===== src/rtl/fetch_stage_pkg.sv =====
// Shared fetch-stage types and constants.
// Entry layout, FSM encodings and reset PC default.
package fetch_stage_pkg;

  localparam logic [31:0] RESET_PC_DEF = 32'h0000_0000;
  localparam int          ENTRY_W      = 64;

  typedef enum logic [1:0] {
    IDLE = 2'd0,
    REQ  = 2'd1,
    WAIT = 2'd2
  } fetch_state_e;

  typedef struct packed {
    logic [31:0] pc;
    logic [31:0] inst;
  } fetch_entry_t;

  function automatic logic [31:0] align_pc(
    input logic [31:0] a
  );
    return a & 32'hFFFF_FFFC;
  endfunction

endpackage


===== src/rtl/fetch_fifo.sv =====
// Instruction buffer between fetch and decode.
// Flush clears pointers and count; flush beats push/pop.
module fetch_fifo
  import fetch_stage_pkg::*;
#(
  parameter int DEPTH = 2,
  parameter int WIDTH = ENTRY_W,
  localparam int PW = (DEPTH > 1) ? $clog2(DEPTH) : 1,
  localparam int CW = $clog2(DEPTH + 1)
) (
  input  logic             clk,
  input  logic             rst_n,
  input  logic             flush_i,
  input  logic             push_i,
  input  logic [WIDTH-1:0] data_i,
  input  logic             pop_i,
  output logic [WIDTH-1:0] data_o,
  output logic [CW-1:0]    count_o
);

  localparam logic [CW-1:0] DEPTH_C = CW'(DEPTH);

  logic [WIDTH-1:0] mem_q [DEPTH];
  logic [PW-1:0]    wr_ptr_q;
  logic [PW-1:0]    rd_ptr_q;
  logic [CW-1:0]    count_q;
  logic             do_push;
  logic             do_pop;

  assign do_pop  = pop_i && (count_q != '0) && !flush_i;
  assign do_push = push_i && !flush_i &&
                   ((count_q != DEPTH_C) || do_pop);

  // Pointer and occupancy tracking
  always_ff @(posedge clk or negedge rst_n) begin
    if (!rst_n) begin
      wr_ptr_q <= '0;
      rd_ptr_q <= '0;
      count_q  <= '0;
    end else if (flush_i) begin
      wr_ptr_q <= '0;
      rd_ptr_q <= '0;
      count_q  <= '0;
    end else begin
      if (do_push) wr_ptr_q <= wr_ptr_q + 1'b1;
      if (do_pop)  rd_ptr_q <= rd_ptr_q + 1'b1;
      count_q <= count_q + CW'(do_push) - CW'(do_pop);
    end
  end

  // Storage needs no reset; count gates its visibility
  always_ff @(posedge clk) begin
    if (do_push) mem_q[wr_ptr_q] <= data_i;
  end

  assign data_o  = mem_q[rd_ptr_q];
  assign count_o = count_q;

endmodule


===== src/rtl/fetch_stage.sv =====
// Instruction fetch front end: one fetch in flight,
// {pc, inst} buffered toward decode, redirect flush.
module fetch_stage
  import fetch_stage_pkg::*;
#(
  parameter logic [31:0] RESET_PC   = RESET_PC_DEF,
  parameter int          FIFO_DEPTH = 2
) (
  input  logic        clk,
  input  logic        rst_n,
  output logic        inst_start,
  input  logic        inst_ready,
  output logic [31:0] i_addr,
  input  logic [31:0] inst,
  input  logic        inst_valid,
  input  logic        redirect_valid,
  input  logic [31:0] redirect_pc,
  output logic        out_valid,
  input  logic        out_ready,
  output logic [31:0] out_pc,
  output logic [31:0] out_inst
);

  localparam int CW = $clog2(FIFO_DEPTH + 1);
  localparam logic [CW-1:0] DEPTH_C = CW'(FIFO_DEPTH);

  fetch_state_e state_q, state_d;
  logic [31:0]  pc_q, pc_d;
  logic [31:0]  addr_q, addr_d;
  logic         start_q, start_d;
  logic         discard_q, discard_d;
  logic         push;
  logic         has_room;
  logic [CW-1:0] count;
  fetch_entry_t push_entry;
  fetch_entry_t head;

  assign has_room   = count < DEPTH_C;
  assign push_entry = {addr_q, inst};

  // Fetch FSM state and request registers
  always_ff @(posedge clk or negedge rst_n) begin
    if (!rst_n) begin
      state_q   <= IDLE;
      pc_q      <= RESET_PC;
      addr_q    <= '0;
      start_q   <= 1'b0;
      discard_q <= 1'b0;
    end else begin
      state_q   <= state_d;
      pc_q      <= pc_d;
      addr_q    <= addr_d;
      start_q   <= start_d;
      discard_q <= discard_d;
    end
  end

  // Next-state: issue, wait, capture; redirect wins on pc
  always_comb begin
    state_d   = state_q;
    pc_d      = pc_q;
    addr_d    = addr_q;
    start_d   = 1'b0;
    discard_d = discard_q;
    push      = 1'b0;
    unique case (state_q)
      IDLE: begin
        if (!redirect_valid && inst_ready && has_room) begin
          addr_d  = pc_q;
          start_d = 1'b1;
          pc_d    = pc_q + 32'd4;
          state_d = REQ;
        end
      end
      REQ: begin
        state_d = WAIT;
        if (redirect_valid) discard_d = 1'b1;
      end
      WAIT: begin
        if (inst_valid) begin
          push      = !discard_q && !redirect_valid;
          discard_d = 1'b0;
          state_d   = IDLE;
        end else if (redirect_valid) begin
          discard_d = 1'b1;
        end
      end
      default: state_d = IDLE;
    endcase
    if (redirect_valid) pc_d = align_pc(redirect_pc);
  end

  fetch_fifo #(
    .DEPTH (FIFO_DEPTH),
    .WIDTH (ENTRY_W)
  ) u_fifo (
    .clk     (clk),
    .rst_n   (rst_n),
    .flush_i (redirect_valid),
    .push_i  (push),
    .data_i  (push_entry),
    .pop_i   (out_valid && out_ready),
    .data_o  (head),
    .count_o (count)
  );

  assign inst_start = start_q;
  assign i_addr     = addr_q;
  assign out_valid  = count != '0;
  assign out_pc     = head.pc;
  assign out_inst   = head.inst;

endmodule

===== config.mk =====
export PLATFORM = sky130hd
export DESIGN_NAME = fetch_stage
export DESIGN_NICKNAME = d
export VERILOG_FILES = /design/src/rtl/fetch_stage_pkg.sv /design/src/rtl/fetch_fifo.sv /design/src/rtl/fetch_stage.sv
export SDC_FILE = /design/constraint.sdc
export NUM_CORES = 1
export LEC_CHECK = 0
export CAP_MARGIN = 30
export CORE_UTILIZATION = 46
export CTS_CLUSTER_DIAMETER = 100
export DETAILED_ROUTE_END_ITERATION = 12
export PLACE_DENSITY = 0.76
export SETUP_SLACK_MARGIN = 0.05
export SLEW_MARGIN = 30
export SYNTH_ARGS = -nofsm -noshare
export SYNTH_HDL_FRONTEND = slang
export SYNTH_SLANG_ARGS = --single-unit
export TNS_END_PERCENT = 1

===== constraint.sdc =====
create_clock -name clk -period 4.3 [get_ports clk]
set_input_delay 0.86 -clock clk [delete_from_list [all_inputs] [get_ports clk]]
set_output_delay 0.86 -clock clk [all_outputs]
set_load 0.005 [all_outputs]

After elaboration in Yosys (flattened, before gate mapping)

Memory sizes are Yosys's and may differ from the RTL's.
Cells that the tools add are included.

Register bits: 72
Latch bits: 0
RAM bits: 128
Memory bits (read-only): 0
Input port bits: 70
Output and inout bits: 98
Logic and storage cells: 61
Memories: 1

Add/sub/neg operators: 5
Multipliers: 0
Divide/modulo/power cells: 0
Order comparisons: 1
Equality and inequality tests: 5
Shifts and indexed selects: 0
Mux-type cells: 20
Bitwise gates (word level): 0
Reduce and logical (&&, ||, !) cells: 21

Memory list:

| memory       | words | width | rd ports | clocked after memory_dff | wr ports | RTL line         | text |
|---|---|---|---|---|---|---|---|
| u_fifo.mem_q | 2     | 64    | 1        | 0                        | 1        | fetch_fifo.sv:23 | `logic [WIDTH-1:0] mem_q [DEPTH];` |

Operators with widths:

| cell                                                                   | count |
|---|---|
| 32-bit two-way mux                                                     | 3 |
| 32-bit by 3-bit adder with 32-bit output (second input constant)       | 1 |
| 1-bit two-way mux                                                      | 12 |
| 2-bit nonzero test                                                     | 6 |
| 1-bit logical AND                                                      | 8 |
| 2-bit two-way mux                                                      | 3 |
| 2-bit inequality test (second input constant)                          | 3 |
| 2-bit case mux with 3 select lines                                     | 1 |
| 2-bit AND reduction                                                    | 3 |
| 1-bit adder (second input constant)                                    | 2 |
| 2-bit by 1-bit adder with 2-bit output                                 | 1 |
| 2-bit by 1-bit equality test with 1-bit output (second input constant) | 1 |
| 2-bit equality test (second input constant)                            | 1 |
| 1-bit zero test                                                        | 2 |
| 2-bit zero test                                                        | 1 |
| 2-bit < comparator (second input constant)                             | 1 |
| 1-bit case mux with 2 select lines                                     | 1 |
| 2-bit by 1-bit subtractor with 2-bit output                            | 1 |
| 1-bit logical OR                                                       | 1 |

Logic depth before layout (Yosys ltp)

Gate-level depths: netlist of run 1.

Depth after elaboration: 9
Depth in mapped cells: 10
Mapped depth without buffers: 9

Hierarchy

A second synthesis of run 1 with hierarchy kept.

Cell total of the unflattened synthesis: 519
Area total of the unflattened synthesis: 7,985.2 µm²

By module, submodules not included:

| module      | instances | cells each | area each (µm²) | seq. area each (µm²) |
|---|---|---|---|---|
| fetch_fifo  | 1         | 221        | 4,840.9         | 3,943.8 |
| fetch_stage | 1         | 298        | 3,144.3         | 1,601.5 |

Least setup slack after synthesis of run 1

OpenSTA, ideal clock, no wires.

Path type: input to register
From: input redirect_valid
To: memory u_fifo.mem_q[0][0] (netlist name) (enable)
Library setup time: 0.490 ns
Data arrival time: 4.514 ns
Required time: 3.810 ns
Path slack: -0.703 ns
Cell stages on the path: 3
Buffers on the path: 1
Cell sequence: clkbuf_1 -> a2111oi_0 -> nor2b_1

Word-level cells in the longest chain between the ends: 8
Elaborated cells on any way between the ends: 10
Classes of those cells: mux: 4; reduce/logical: 6

Ends and longest elaborated chain:

| what                                      | RTL line                                              | text |
|---|---|---|
| from (decl)                               | fetch_stage.sv:16                                     | `input logic redirect_valid,` |
| 1-bit zero test *                         | fetch_fifo.sv:30, fetch_fifo.sv:31, fetch_stage.sv:81 |  |
| 1-bit logical AND                         | fetch_stage.sv:81                                     | `push = !discard_q && !redirect_valid;` |
| 1-bit two-way mux                         | fetch_stage.sv:80                                     | `if (inst_valid) begin` |
| 1-bit two-way mux                         | fetch_stage.sv:66                                     | `unique case (state_q)` |
| 1-bit logical AND                         | fetch_fifo.sv:31                                      | `assign do_push = push_i && !flush_i &&` |
| 1-bit logical AND *                       | fetch_fifo.sv:31                                      |  |
| 1-bit two-way mux *                       | fetch_fifo.sv:53                                      | `if (do_push) mem_q[wr_ptr_q] <= data_i;` |
| 1-bit two-way mux (implied by the code) * | fetch_fifo.sv:53                                      |  |
| to (decl)                                 | fetch_fifo.sv:23                                      |  |

Every way passes the cells marked *; elsewhere a longest branch is shown, timed or not.

Final worst setup path of run 1

From: register u_fifo.rd_ptr_q
To: output out_inst[7]

Word-level cells in the longest chain between the ends: 1

Ends and longest elaborated chain:

| what                   | RTL line          | text |
|---|---|---|
| from (decl)            | fetch_fifo.sv:25  | `logic [PW-1:0] rd_ptr_q;` |
| from (signal assigned) | fetch_fifo.sv:46  | `if (do_pop) rd_ptr_q <= rd_ptr_q + 1'b1;` |
| memory read 2 x 64 bit | n/a               |  |
| to (decl)              | fetch_stage.sv:21 | `output logic [31:0] out_inst` |

No other way between the ends.

==> results of run 1 <==
-- cells in the mapped netlist, drive strengths merged, types with 7 or more instances --
cell / count / share of area (%)
dfrtp: 68 / 21
nor2b: 15 / 1.2
inv: 7 / 0.33
clkbuf: 17 / 0.80
o311ai: 9 / 0.99
o211ai: 7 / 0.66
nand2: 128 / 6.1
buf: 12 / 0.79
o21ai: 19 / 1.2
nand3: 14 / 1.1
mux2: 62 / 8.8
nor2: 16 / 0.76
nand4: 13 / 1.0
edfxtp: 124 / 47
-- state kept, by name, summed over array words and instances (netlist names) --
signal	cells
u_fifo.mem_q	124
inst_start	1
pc_q	30
u_fifo.count_o	2
u_fifo.rd_ptr_q	1
state_q	2
discard_q	1
u_fifo.wr_ptr_q	1
i_addr	30
-- cell type report --
cell class	count	area, sq um	area share (%)
Clock buffer	18	429	4.13
Timing Repair Buffer	170	1700	16.3
Inverter	7	26.3	0.253
Multi-Input combinational cell	368	2370	22.8
Tap cell	220	275	2.65
Sequential cell	192	5430	52.3
Clock inverter	14	156	1.51
-- layer usage --
metal / vias up / GRT usage [%]
met5: - / 0
met2: 198 / 33.2
met4: 0 / 7.20
met1: 2601 / 25.6
li1: 2485 / -
met3: 24 / 4.91
-- worst reg2reg max path: cells and delay by family (launching register included) --
| kind | cells | cell delay, ns |
|---|---|---|
| AND/OR/NAND/NOR | 2 | 0.57 |
| buffers and inverters | 3 | 0.67 |
| adder cells (fa/ha/maj) | 1 | 0.19 |
| flip-flops | 1 | 0.40 |
| AO/OA/AOI/OAI | 1 | 0.46 |
-- stage by stage --
| step | power [uW] | instance area (sq um) | instances |
|---|---|---|---|
| after floorplan | 2730 | 7940 | 596 |
| after global placement | 3220 | 9790 | 957 |
| after detailed placement | 3260 | 9800 | 957 |
| after CTS | 4820 | 10400 | 989 |
| after global routing | 4990 | 10400 | 989 |
| final | 4770 | 10400 | 989 |
-- logic make-up after synthesis --
kind of cell,count (synthesis)
simple gates,234
fa+ha+maj,6
mux,62
buf+inv,36
compound gates,57
xor+xnor,5
other cells,1
flops,192
-- power breakdown --
| group | switching, uW | internal (uW) |
|---|---|---|
| clock network | 689 | 867 |
| logic | 333 | 438 |
| registers | 212 | 2230 |
-- worst paths after layout --
kind	startpoint	end	slack, ns	cells after the start
max reg2reg	state_q[0]	u_fifo.mem_q[0][51]	1.66	7
min reg2reg	i_addr[22]	u_fifo.mem_q[0][54]	0.51	0
min	rst_n	pc_q[8]	0.43	1
min in group clk	i_addr[22]	u_fifo.mem_q[0][54]	0.51	0
max	u_fifo.rd_ptr_q	out_inst[7]	0.84	3
max in group asynchronous	rst_n	pc_q[27]	3.12	2
-- placed cells by master (no fill, tap or decap), types with 5 or more instances in the layout --
master,n
sky130_fd_sc_hd__clkdlybuf4s50_1,159
sky130_fd_sc_hd__buf_4,8
sky130_fd_sc_hd__and3_1,5
sky130_fd_sc_hd__ha_1,6
sky130_fd_sc_hd__nor2_1,16
sky130_fd_sc_hd__dfrtp_1,67
sky130_fd_sc_hd__nand4_1,13
sky130_fd_sc_hd__and4_1,5
sky130_fd_sc_hd__inv_1,7
sky130_fd_sc_hd__nor2b_1,14
sky130_fd_sc_hd__nand3b_1,5
sky130_fd_sc_hd__nand2_1,128
sky130_fd_sc_hd__o211ai_1,7
sky130_fd_sc_hd__clkbuf_16,17
sky130_fd_sc_hd__o311ai_0,9
sky130_fd_sc_hd__nand3_1,12
sky130_fd_sc_hd__nand2b_1,6
sky130_fd_sc_hd__edfxtp_1,124
sky130_fd_sc_hd__mux2_2,62
sky130_fd_sc_hd__o21ai_0,18
==> flow_summary.ini, run 1 <==
[pwr]
p_leak_uw = 0.00386
vdd_ir_drop_max_mv = 0.298
power_density_nw_per_um2 = 459

[worst_setup_path]
worst_path_max_delay_cell = sky130_fd_sc_hd__dfrtp_2
endpoint_kind = output pin
critical_path_required_ns = 3.44
crit_chain = buf_4, mux2_2, clkdlybuf4s50_1
worstPathArrival_ns = 2.60
setup.worst_path.class = reg2out
timing.critical_path.from_type = register
crit_fanout = 34
worstPathBufferInverterCount = 2
timing.critical_path.max_delay_family = flip-flops
cpPeakStageDelay_ns = 0.88

[place]
io_buffer_count = 161
post_place_setup_slack_ns = 0.919
place_hpwl_microns = 11500
routabilityCongestion = 0.892

[floorplan]
cell_row_count = 47
core_area_sq_um = 16700
initial_core_util_pct = 47.5
top_level_ports = 168
floorplan.die_area_sq_um = 17800
horizontal_extent_of_the_die_microns = 133
fp.dieH_microns = 133

[sta]
timing.final.max_slew_violations = 0
hold_slack_ns = 0.433
min_period_over_period_pct = 80.4
final_period_minus_worst_setup_slack_ns = 3.46
tightest_slew_ns = 0.827
timing.final.setup_violations = 0
worst_slew_margin_rel_pct = 44.9
clock-skew-final_ns = 0.00622
finalHoldViolations = 0
timing.setup.tns_ns = 0
max_clock_freq_ghz = 0.289
rsz0062_at_grt = false
final.setup.worst_slack_ns = 0.841

[clock_tree]
tritoncts = yes
count_of_hold_buffers_inserted_by_post_cts_repair = 0
clock-sinks = 192
cts_resized = 0
clock_latency_late_sink_ns = 0.42
cts-buffers-inserted = 17
maximum_buffer_depth_of_the_clock_tree = 2
cts-root-buf = sky130_fd_sc_hd__clkbuf_16
clock_slew_seen_by_the_registers_of_the_worst_setup_and_hold_paths_ns = 0.07
postCtsSetupBuffers = 0
clock_tree.htree_level_count = 4

[run]
drv_cap = 0

[cells_and_area]
layout-area-overhead-vs-synth_pct = 30.9
layout.filler_cells = 1268
utilization_pct = 62.2
drive_gt1_share_pct = 14.6
fin_nets = 832
num_antenna_cells = 0

[global_route]
grt_pass1_vias = 5313
largest_net_degree_at_the_start_of_global_routing = 49
wire_length_of_the_first_global_routing_pass_microns = 27500
grt-ovfl-total = 0
antenna_found_initial = 0
grt_use_total_pct = 20.0

[route]
drc = 0
wl_per_cell_microns = 17.3
detail_route.iter0.violations = 403
wl_met1_microns = 7230
route.met2.wl_microns = 8510
vias = 5308
detailroute.wirelength.met3_microns = 1130
detailed_route_vias_per_instance = 5.37
ant_nets = 0
highest_signal_layer_in_the_routed_design = met4
total_iterations_of_the_first_detailed_routing_run = 5
detail_route.wirelength_microns = 17200

[synth]
asyncSetResetFlopFracSynth_pct = 35.4
synth_cells = 593
post_synth.cell_area_avg_sq_um = 13.4
yosys_warnings = 0
synth_top_family_by_area = simple AND/OR/NAND/NOR gates
post_synth_xor_area_fraction_pct = 0.552
combined_area_of_all_synthesized_cells_sq_um = 7930
post_synth_and_or_nand_nor_area_fraction_pct = 14.3
main_synth_ff_type = sky130_fd_sc_hd__edfxtp_1
ys_ff_latch = 192
synth_sequential_area_ratio_pct = 68.4
synth-compound-area-share_pct = 5.00
synth_edf_count = 124
netlist-cell-type-count = 48
synthAdderAreaFrac_pct = 0.947
proportion_of_synthesized_area_in_mux_cells_pct = 8.80

[run_status]
outcome = completed

[min_path]
timing.hold.worst.class = in2async
Note: power is estimated with default switching activity, not from simulation.
==> inputs of run 2 (changes only) <==
clock period = 3.12 ns   (was 4.3 ns; I/O delays follow)
==> run 2 against run 1 <==
Against the previous run:
- global-route usage increased by 0.32 points
- utilization increased by 0.55 points
- setup slack got worse by 0.63 ns
- non-clock buffer count increased by 5
- sequential power increased by 38%
- routed wire length increased by 1.2%
- final cell count increased by 0.51%
- flip-flop and latch count unchanged
- clock power increased by 40%
==> flow_summary.ini, run 2 (same netlist as run 1, synthesis figures left out) <==
[run_status]
outcome = completed

[worst_setup_path]
worst_path_max_delay_cell = sky130_fd_sc_hd__dfrtp_2
worst_r2r_endpoint = u_fifo.mem_q[0][0]
crit_chain = buf_12, mux2_2, clkdlybuf4s50_1
timing.critical_path.from_type = register
worstPathArrival_ns = 2.29
worstPathBufferInverterCount = 2
critical_path_required_ns = 2.50
rr_startpoint = state_q[0]
cpPeakStageDelay_ns = 0.65
ff2ff_setup_slack_ns = 0.69
timing.critical_path.max_delay_family = buffers and inverters
endpoint_kind = output pin
setup.worst_path.class = reg2out
crit_fanout = 49
worst_reg2reg_path_depth = 7

[place]
io_buffer_count = 161
postPlaceCellArea_sq_um = 9870
place_inst = 962
place_hpwl_microns = 11700
routabilityCongestion = 0.877

[route]
drc = 0
detail_route.wirelength_microns = 17400
detailed_route_vias_per_instance = 5.35
ant_nets = 0
total_iterations_of_the_first_detailed_routing_run = 5
detail_route.iter0.violations = 277
wl_per_cell_microns = 17.5
vias = 5318

[sta]
worst_slew_margin_rel_pct = 46.3
hold_slack_ns = 0.249
timing.final.setup_violations = 0
tightest_slew_ns = 0.797
rsz0062_at_grt = false
finalHoldViolations = 0
final_period_minus_worst_setup_slack_ns = 2.91
clock-skew-final_ns = 0.00939
timing.final.max_slew_violations = 0
min_period_over_period_pct = 93.4
max_clock_freq_ghz = 0.343

[clock_tree]
clock_slew_seen_by_the_registers_of_the_worst_setup_and_hold_paths_ns = 0.07
maximum_buffer_depth_of_the_clock_tree = 2
clock-sinks = 192
tritoncts = yes
clock_latency_late_sink_ns = 0.42
clock_tree.htree_level_count = 4
cts-root-buf = sky130_fd_sc_hd__clkbuf_16
postCtsSetupBuffers = 0
count_of_hold_buffers_inserted_by_post_cts_repair = 0
cts_resized = 0
cts-buffers-inserted = 17

[pwr]
power.share.combinational_pct = 16.3
clock_power_share_pct = 33.0
vdd_ir_drop_max_mv = 0.406
power.share.sequential_pct = 50.8
switching_power_uw = 1710
power_density_nw_per_um2 = 633
power.internal_uw = 4920
p_leak_uw = 0.00391
power.share.switching_pct = 25.8

[cells_and_area]
num_antenna_cells = 0
layout_commonest_cell = sky130_fd_sc_hd__clkdlybuf4s50_1
layout.cells.most_common_list = sky130_fd_sc_hd__clkdlybuf4s50_1 (159), sky130_fd_sc_hd__nand2_1 (128), sky130_fd_sc_hd__edfxtp_1 (124), sky130_fd_sc_hd__dfrtp_1 (67), sky130_fd_sc_hd__mux2_2 (62)
layout-area-overhead-vs-synth_pct = 32.1
fin_nets = 837
final-instance-count-excl-fill = 994
postLayoutCellArea_sq_um = 10500
drive_gt1_share_pct = 15.4
number_of_flip_flops_under_the_largest_register_name = 124
largest_register = u_fifo.mem_q

[floorplan]
floorplan.die_area_sq_um = 17800
core_area_sq_um = 16700
horizontal_extent_of_the_die_microns = 133
fp.dieH_microns = 133
initial_core_util_pct = 47.5
cell_row_count = 47
top_level_ports = 168

[run]
drv_cap = 0

[global_route]
antenna_found_initial = 0
grt_use_total_pct = 20.3
grt_pass1_vias = 5392
grt-ovfl-total = 0
wire_length_of_the_first_global_routing_pass_microns = 28000
largest_net_degree_at_the_start_of_global_routing = 55

[min_path]
timing.hold.worst.class = in2async
## run 2: worst register-to-register path: stages (launching register included)
cell,delay [ns]
sky130_fd_sc_hd__dfrtp_1,0.40
sky130_fd_sc_hd__inv_1,0.09
sky130_fd_sc_hd__ha_1,0.19
sky130_fd_sc_hd__nand2_1,0.06
sky130_fd_sc_hd__a2111oi_0,0.44
sky130_fd_sc_hd__buf_4,0.23
sky130_fd_sc_hd__nor2b_4,0.43
sky130_fd_sc_hd__buf_12,0.27
## run 2: power groups by stage
stage / Clock, uW / Combinational (uW) / Sequential [uW]
after floorplan: 0 / 423 / 3350
after global placement: 0 / 1060 / 3400
after detailed placement: 0 / 1080 / 3420
after CTS: 2220 / 1090 / 3370
after global routing: 2340 / 1190 / 3410
final: 2180 / 1080 / 3360
## run 2: layout make-up
| cell class | count | area (sq um) |
|---|---|---|
| fillers | 1274 | 6230 |
| well taps | 220 | 275 |
| inverters | 7 | 26.3 |
| flip-flops and latches | 192 | 5430 |
| clock inverters | 12 | 116 |
| repair buffers | 175 | 1770 |
| clock buffers | 20 | 489 |
| multi-input cells | 368 | 2370 |
## run 2: metal layers
layer	vias up	global-route usage, %	share of wire, %
li1	2490	-	-
met1	2644	26.0	42
met2	173	34.8	51
met3	11	4.07	5.6
met4	0	6.57	0.86
met5	-	0	0
## run 2: worst max-delay path by stage
| stage | from | end | slack [ns] | depth (start not counted) |
|---|---|---|---|---|
| 5_1_grt | u_fifo.rd_ptr_q | out_pc[31] | 0.12 | 3 |
| 3_3_place_gp | inst_valid | u_fifo.mem_q[0][5] | 0.32 | 6 |
| 6_report | u_fifo.rd_ptr_q | out_pc[27] | 0.21 | 3 |
| 2_1_floorplan | redirect_valid | u_fifo.mem_q[1][0] | -0.35 | 3 |
| 4_1_cts | u_fifo.rd_ptr_q | out_pc[26] | 0.17 | 3 |
| 3_5_place_dp | inst_valid | u_fifo.mem_q[0][11] | 0.23 | 6 |
## run 2: metrics by stage
stage | TNS [ns] | setup slack (ns) | power (uW) | utilization [%]
global route | 0 | 0.118 | 6930 | 62.7
global placement | 0 | 0.316 | 4450 | 59.1
floorplan | -21.64 | -0.349 | 3770 | -
finish | 0 | 0.206 | 6630 | 62.7
detailed placement | 0 | 0.227 | 4500 | 59.1
CTS | 0 | 0.173 | 6680 | 62.7
==> inputs of run 3 (changes only) <==
CORE_UTILIZATION = 50   (was 46)
DONT_BUFFER_PORTS = 1   (was not set)
PLACE_DENSITY = 0.68   (was 0.76)
==> run 3 against run 2 <==
Against the previous run:
- register-to-register slack better by 0.17 ns
- sequential power rose by 2%
- first-iteration DRC count increased by 25%
- power shrank 10%
- final cell count fell by 18%
- die area is 7.9% lower
- clock skew shrank 0.00065 ns
- via count decreased by 13%
- clock-buffer cell count is 1 lower
- sequential share of layout area increased by 10 points
- non-clock buffer count decreased by 166
- design area shrank 16%
- highest routed layer unchanged
==> flow_summary.ini, run 3 (same netlist as run 1, synthesis figures left out) <==
[cells_and_area]
largest_register = u_fifo.mem_q
utilization_pct = 57.3
number_of_flip_flops_under_the_largest_register_name = 124
num_antenna_cells = 0
layout.cells.most_common_list = sky130_fd_sc_hd__nand2_1 (128), sky130_fd_sc_hd__edfxtp_1 (124), sky130_fd_sc_hd__dfrtp_1 (67), sky130_fd_sc_hd__mux2_2 (62)
fin_nets = 671
layout-area-overhead-vs-synth_pct = 10.6
drive_gt1_share_pct = 18.3
layout_commonest_cell = sky130_fd_sc_hd__nand2_1

[pwr]
p_leak_uw = 0.00324
power_density_nw_per_um2 = 680
vdd_ir_drop_max_mv = 0.386
design_power_total_uw = 5960

[floorplan]
initial_core_util_pct = 51.8
top_level_ports = 168
cell_row_count = 45
core_area_sq_um = 15300
fp.dieH_microns = 128
floorplan.die_area_sq_um = 16400
horizontal_extent_of_the_die_microns = 128

[global_route]
grt-ovfl-total = 0
grt_use_total_pct = 19.9
grt_pass1_vias = 4598
wire_length_of_the_first_global_routing_pass_microns = 24300
antenna_found_initial = 0
largest_net_degree_at_the_start_of_global_routing = 69

[worst_setup_path]
crit_fanout = 42
worstPathArrival_ns = 2.63
critical_path_required_ns = 3.49
setup.worst_path.class = reg2reg
timing.critical_path.from_type = register
worst_reg2reg_path_depth = 7
endpoint_kind = register
ff2ff_setup_slack_ns = 0.86

[route]
detail_route.wirelength_microns = 15600
wl_per_cell_microns = 19.1
total_iterations_of_the_first_detailed_routing_run = 4
ant_nets = 0
detail_route.iter0.violations = 346
drc = 0
vias = 4640
detailed_route_vias_per_instance = 5.67

[sta]
max_clock_freq_ghz = 0.443
finalHoldViolations = 0
worst_slew_margin_rel_pct = 51.2
rsz0062_at_grt = false
final_period_minus_worst_setup_slack_ns = 2.26
min_period_over_period_pct = 72.3
clock-skew-final_ns = 0.00874
timing.final.max_slew_violations = 0
tightest_slew_ns = 0.725
timing.final.setup_violations = 0

[place]
io_buffer_count = 0
routabilityCongestion = 0.848
place_hpwl_microns = 10100

[clock_tree]
tritoncts = yes
clock_latency_late_sink_ns = 0.43
clock_tree.htree_level_count = 4
clock_slew_seen_by_the_registers_of_the_worst_setup_and_hold_paths_ns = 0.07
cts-root-buf = sky130_fd_sc_hd__clkbuf_16
maximum_buffer_depth_of_the_clock_tree = 2
cts-buffers-inserted = 17
clock-sinks = 192

[run_status]
outcome = completed

[min_path]
timing.hold.worst.class = in2async

[run]
drv_cap = 0
[run 3: metrics by stage]
stage	cell area, sq um	TNS [ns]	instances	hold slack [ns]	worst slack, ns
2_1_floorplan	7950	-21.64	596	0.328	-0.349
3_3_place_gp	8190	0	786	0.331	0.856
3_5_place_dp	8190	0	786	0.331	0.814
4_1_cts	8770	0	819	0.0777	0.875
5_1_grt	8770	0	819	0.0914	0.654
6_report	8770	0	819	0.0516	0.864
[run 3: cell type report]
class | count | area, sq um
fillers | 1278 | 6550
flip-flops and latches | 192 | 5430
multi-input cells | 368 | 2370
clock buffers | 19 | 454
well taps | 211 | 264
repair buffers | 9 | 125
clock inverters | 13 | 101
inverters | 7 | 26.3
[run 3: timing repair]
action,CTS,global route
resized for setup,0,0
setup buffers,0,0
hold buffers,1,0
hold endpoints to repair,68,0
[run 3: power breakdown]
group	total, uW	internal [uW]	switching [uW]
combinational	521	208	313
sequential	3420	3070	342
clock	2030	1080	943
total	5960	4370	1600
[run 3: final timing paths]
path	from	to
min in group clk	redirect_valid	u_fifo.rd_ptr_q
setup / recovery	state_q[1]	pc_q[29]
max in group asynchronous	rst_n	i_addr[23]
hold reg to reg	pc_q[31]	i_addr[31]
setup reg to reg	state_q[1]	pc_q[29]
hold / removal	rst_n	pc_q[7]
[run 3: routing by layer]
| layer | GRT usage [%] | part of all wire [%] | vias to the layer above | wire length (microns) |
|---|---|---|---|---|
| met3 | 6.47 | 8.7 | 17 | 1360 |
| li1 | - | - | 2172 | - |
| met5 | 0 | 0 | - | 0 |
| met2 | 32.9 | 49 | 173 | 7730 |
| met4 | 8.10 | 1.6 | 0 | 243 |
| met1 | 24.2 | 40 | 2278 | 6300 |
[run 3: worst max-delay path, cell delays in order (launching register included)]
cell	delay, ns
sky130_fd_sc_hd__dfrtp_1	0.39
sky130_fd_sc_hd__inv_1	0.10
sky130_fd_sc_hd__ha_1	0.37
sky130_fd_sc_hd__nand3b_1	0.15
sky130_fd_sc_hd__buf_4	0.29
sky130_fd_sc_hd__or4_1	0.56
sky130_fd_sc_hd__nor4_1	0.20
sky130_fd_sc_hd__a211o_1	0.14
